===== config.mk =====
export PLATFORM = sky130hd
export DESIGN_NAME = pipeline_hazard_ctrl
export DESIGN_NICKNAME = d
export VERILOG_FILES = /design/src/rtl/pipeline_hazard_ctrl.sv
export SDC_FILE = /design/constraint.sdc
export NUM_CORES = 1
export LEC_CHECK = 0
export ABC_AREA = 1
export ABC_CLOCK_PERIOD_IN_PS = 2100
export BUFFER_PORTS_ARGS = -buffer_cell sky130_fd_sc_hd__buf_2
export CAP_MARGIN = 20
export CORE_UTILIZATION = 58
export CTS_BUF_LIST = sky130_fd_sc_hd__clkbuf_4 sky130_fd_sc_hd__clkbuf_8
export DETAILED_ROUTE_END_ITERATION = 16
export GPL_TIMING_DRIVEN = 1
export PLACE_DENSITY = 0.92
export SYNTH_ARGS = -nofsm -noshare
export SYNTH_HDL_FRONTEND = slang
export SYNTH_SLANG_ARGS = --single-unit

===== constraint.sdc =====
create_clock -name clk_i -period 2.1 [get_ports clk_i]
set_input_delay 0.21 -clock clk_i [delete_from_list [all_inputs] [get_ports clk_i]]
set_output_delay 0.21 -clock clk_i [all_outputs]
set_load 0.02 [all_outputs]

===== src/rtl/pipeline_hazard_ctrl.sv =====
// Stall/flush sequencer for the 5-stage pipeline: load-use bubbles, taken-branch
// flushes and whole-pipeline freeze across data-cache misses, plus saturating
// performance counters and a sticky miss-timeout flag.
module pipeline_hazard_ctrl #(
  parameter int unsigned CNT_W   = 32,
  parameter int unsigned TIMEOUT = 255
) (
  input  logic             clk_i,
  input  logic             rst_i,
  input  logic [4:0]       IF_ID_RS1_i,
  input  logic [4:0]       IF_ID_RS2_i,
  input  logic [4:0]       ID_EX_RD_i,
  input  logic             ID_EX_MemRead_i,
  input  logic             Branch_taken_i,
  input  logic             EX_MEM_MemReq_i,
  input  logic             dcache_hit_i,
  input  logic             dcache_fill_done_i,
  output logic             dcache_req_o,
  output logic             PC_Write_o,
  output logic             IF_ID_Write_o,
  output logic             ID_EX_Bubble_o,
  output logic             IF_ID_Flush_o,
  output logic             Freeze_o,
  output logic [CNT_W-1:0] stall_cycles_o,
  output logic [CNT_W-1:0] miss_cnt_o,
  output logic             err_o
);

  typedef enum logic [1:0] {StRun, StMissWait, StReplay} state_e;

  // One extra bit so wait_q + 1 never wraps in the compare.
  localparam logic [10:0] TimeoutW = 11'(TIMEOUT);

  state_e           state_q, state_d;
  logic [9:0]       wait_q, wait_d;
  logic [CNT_W-1:0] stall_q, stall_d;
  logic [CNT_W-1:0] miss_q, miss_d;
  logic             err_q, err_d;

  logic load_use;
  logic req;
  logic freeze;
  logic miss_ev;

  // Load-use: EX holds a load whose destination feeds the instruction in ID.
  always_comb begin
    load_use = ID_EX_MemRead_i && (ID_EX_RD_i != 5'd0) &&
               ((ID_EX_RD_i == IF_ID_RS1_i) || (ID_EX_RD_i == IF_ID_RS2_i));
  end

  // Per-state cache request, freeze and miss detection (ignoring reset).
  always_comb begin
    req     = 1'b0;
    freeze  = 1'b0;
    miss_ev = 1'b0;
    unique case (state_q)
      StRun: begin
        req     = EX_MEM_MemReq_i;
        miss_ev = EX_MEM_MemReq_i && !dcache_hit_i;
        freeze  = miss_ev;
      end
      StMissWait: begin
        freeze = 1'b1;
      end
      StReplay: begin
        // MEM is frozen, so the original access is still there to retry.
        req     = 1'b1;
        miss_ev = !dcache_hit_i;
        freeze  = miss_ev;
      end
      default: ;
    endcase
  end

  // Next-state logic of the miss sequencer.
  always_comb begin
    state_d = state_q;
    unique case (state_q)
      StRun:      if (miss_ev) state_d = StMissWait;
      StMissWait: if (dcache_fill_done_i) state_d = StReplay;
      StReplay:   state_d = miss_ev ? StMissWait : StRun;
      default:    state_d = StRun;
    endcase
  end

  // Next values of the wait counter, timeout flag and performance counters.
  always_comb begin
    wait_d = wait_q;
    if (state_q == StMissWait) begin
      wait_d = (&wait_q) ? wait_q : wait_q + 10'd1;
    end else if (state_d == StMissWait) begin
      wait_d = '0;
    end

    err_d = err_q;
    if ((state_q == StMissWait) && (({1'b0, wait_q} + 11'd1) >= TimeoutW)) begin
      err_d = 1'b1;
    end

    stall_d = stall_q;
    if ((freeze || load_use) && !(&stall_q)) begin
      stall_d = stall_q + CNT_W'(1);
    end

    miss_d = miss_q;
    if (miss_ev && !(&miss_q)) begin
      miss_d = miss_q + CNT_W'(1);
    end
  end

  // State and counter registers with synchronous reset.
  always_ff @(posedge clk_i) begin
    if (rst_i) begin
      state_q <= StRun;
      wait_q  <= '0;
      stall_q <= '0;
      miss_q  <= '0;
      err_q   <= 1'b0;
    end else begin
      state_q <= state_d;
      wait_q  <= wait_d;
      stall_q <= stall_d;
      miss_q  <= miss_d;
      err_q   <= err_d;
    end
  end

  // Pipeline control outputs: reset override, then freeze > load-use > flush.
  always_comb begin
    dcache_req_o   = 1'b0;
    Freeze_o       = 1'b0;
    PC_Write_o     = 1'b1;
    IF_ID_Write_o  = 1'b1;
    ID_EX_Bubble_o = 1'b0;
    IF_ID_Flush_o  = 1'b0;
    if (!rst_i) begin
      dcache_req_o = req;
      if (freeze) begin
        // A taken branch in ID persists and gets flushed after release.
        Freeze_o      = 1'b1;
        PC_Write_o    = 1'b0;
        IF_ID_Write_o = 1'b0;
      end else if (load_use) begin
        PC_Write_o     = 1'b0;
        IF_ID_Write_o  = 1'b0;
        ID_EX_Bubble_o = 1'b1;
      end else begin
        IF_ID_Flush_o = Branch_taken_i;
      end
    end
  end

  assign stall_cycles_o = stall_q;
  assign miss_cnt_o     = miss_q;
  assign err_o          = err_q;

endmodule


==> metrics <==
clock latency at the later pin of the worst-skew pair 370 ps; Top cell by count, worst path nor2_1; met2 Resource Use GR 53.27%; worst IR drop on VDD 463.4 uV; setup_tns 0 ps; FMAX 0.5114 GHz; Post-synth EDFFs 0; max-capacitance violation count 0; Pwr Total 2.954 mW; total CTS buffers 9; Max stage delay cell, worst path nor2_1; Critical Path Start Type register; Warnings, synthesis 0; asr flop ratio synth 0%; H-tree levels 3; Reg clk slew, reported paths 80 ps; Yosys top cell by area dfxtp_1; Placer Congestion 0.9578; Crit path required time 1890 ps; Max Root-Sink Buffers 2; CP Class register to output pin; largest net degree at the start of global routing 46; Setup-failing EPs final 0; M1 GR Usage 38.77%; Relative slew margins 59.03%; share of Yosys cell area claimed by the top area cell type 30.13%; initial core utilization 61.04%; Final Max Tran Viols 0; n_diodes 0; initial DRC count 342; Synth Instances 835; GR Util All Layers 31.66%; final cycle utilization of the critical path 93.12%; sequential share of the synthesized area 30.13%; Die Y 95.92 um; final-stage net count 957; Synth Area per Inst 6.127 um^2; drt total wl 13700 um; vias in the first global route 5122; Placed Area 0.005683 mm^2; Worst Setup End Kind output pin; Setup Buffers After CTS 0; final cell count without fillers 1041; share of cells above drive strength 1 18.48%; drt via density 5.426; core outline area 0.008382 mm^2; CTS root buffer clkbuf_8; Die Wd 95.92 um; final core utilization 70.35%; final hold vios 0; CTS tree yes; die area 0.009201 mm^2; worst path bufs/invs 2; worst hold path type primary input to register; vias post-DR 5648; Worst Skew 10.77 ps; First-pass DRT Iterations 5; worst path cell trace inv_1 -> o21ai_0 -> nor2_1 -> nor2_1 -> nand2_2 -> nand2_1 -> buf_2; first-pass GRT wire length 22800 um; number of remaining DRC errors 0; post-synth cell types 35; I/O pin count 93; post-layout min period 1955 ps; CTS Sinks 77; Max stage delay on crit path 340 ps; dominant synthesized flop cell dfxtp_1; leakage 2.476 nW; synthesized area 0.005116 mm^2; post-synth net total 861; cell total after placement 1025; post-route ant nets 0; grt ovf 0; routed len/inst 13.16 um; family with the most delay on the worst path simple AND/OR/NAND/NOR gates; Rows 33; most frequent cell after synthesis nand2_1; synth top area cells dfxtp_1 (30%), nand2_1 (22%), nor2_1 (8.9%); Least-Margin Pin Slew 614.6 ps; Yosys reg bits 77; outcome finished clean; Worst Path Max Fanout 4; number of port buffers 92; Area growth, synth to finish 15.26%; Final Cell Area 0.005897 mm^2; grt peak-use layer met2; M3 GR Usage 5.766%; Post-synth top cells nand2_1 (305), nor2_1 (121), dfxtp_1 (77); critical path data arrival time 1750 ps; initial antenna violation count 0; Power Dens Cells 500.9 mW/mm^2; hpwl dp 9983 um
==> placed cells by master (no fill, tap or decap), types with 8 or more instances in the layout <==
cell type and instances:
a21oi_2 20, nand3b_1 15, o21ai_0 9, inv_1 64, nand2_2 9, clkbuf_8 11
nand4_1 8, nand3_1 59, buf_4 19, nor2_1 121, dfxtp_1 76, nand2_1 305
nor3_1 9, buf_2 92, xor2_1 29, a21oi_1 47
==> final timing paths <==
path / end / slack (ps) / startpoint / depth (start not counted)
worst max-delay path: IF_ID_Write_o / 140 / state_q[0] / 7
worst min-delay path: state_q[1] / 90 / dcache_fill_done_i / 3
worst max register to register: miss_cnt_o[14] / 150 / miss_cnt_o[0] / 11
worst min register to register: err_o / 460 / err_o / 2
==> stage by stage <==
step                hold slack, ps  worst slack [ps]
floorplan                    350.7             190.6
finish                       87.50             144.5
CTS                          78.86             124.9
detailed placement           443.1             148.7
global route                 88.64            -3.666
global placement             438.9             275.7
==> per-layer routing <==
layer | vias up | routed length (um)
met2 | 255 | 6471
met3 | 43 | 1002
met1 | 2527 | 5809
met4 | 0 | 419
li1 | 2823 | -
met5 | - | 0
==> power breakdown <==
group,switching [mW],internal (mW)
sequential,0.0132,1.47
clock,0.586,0.614
combinational,0.191,0.0793
==> layout make-up <==
cell class | instances | area [um^2]
Fill cell | 728 | 2485
Clock buffer | 11 | 151.4
Sequential cell | 77 | 1543
Inverter | 69 | 261.5
Timing Repair Buffer | 111 | 603.1
Tap cell | 105 | 131.4
Clock inverter | 5 | 58.81
Multi-Input combinational cell | 663 | 3148
==> kinds of logic after synthesis <==
kind of cell             synth area share, %
flip-flops                             30.13
AO/OA/AOI/OAI                          9.758
adder cells (fa/ha/maj)               0.9783
XOR/XNOR                               6.163
buffers and inverters                  8.339
AND/OR/NAND/NOR                        44.63
==> flip-flops by register name, summed over array words and instances, names as in the netlist <==
name / flops
err_o: 1
miss_cnt_o: 32
stall_cycles_o: 32
state_q: 2
wait_q: 10
==> worst reg2reg max path: stages, from the launching register on <==
cell     delay (ps)
dfxtp_1         400
ha_1            210
nand2_1         110
nor2_4          210
nand2_2         110
nor2_2          150
nand2_1          80
nand2_2         100
buf_4           210
nor2_1          100
o21ai_0         150
nor2_1           50
==> what timing repair did <==
action / 4_1_cts / 5_1_grt
resized for setup: 0 / 4
hold buffers: 0 / 0
setup endpoints to repair: 0 / 12
(Power assumes the default switching activity.)
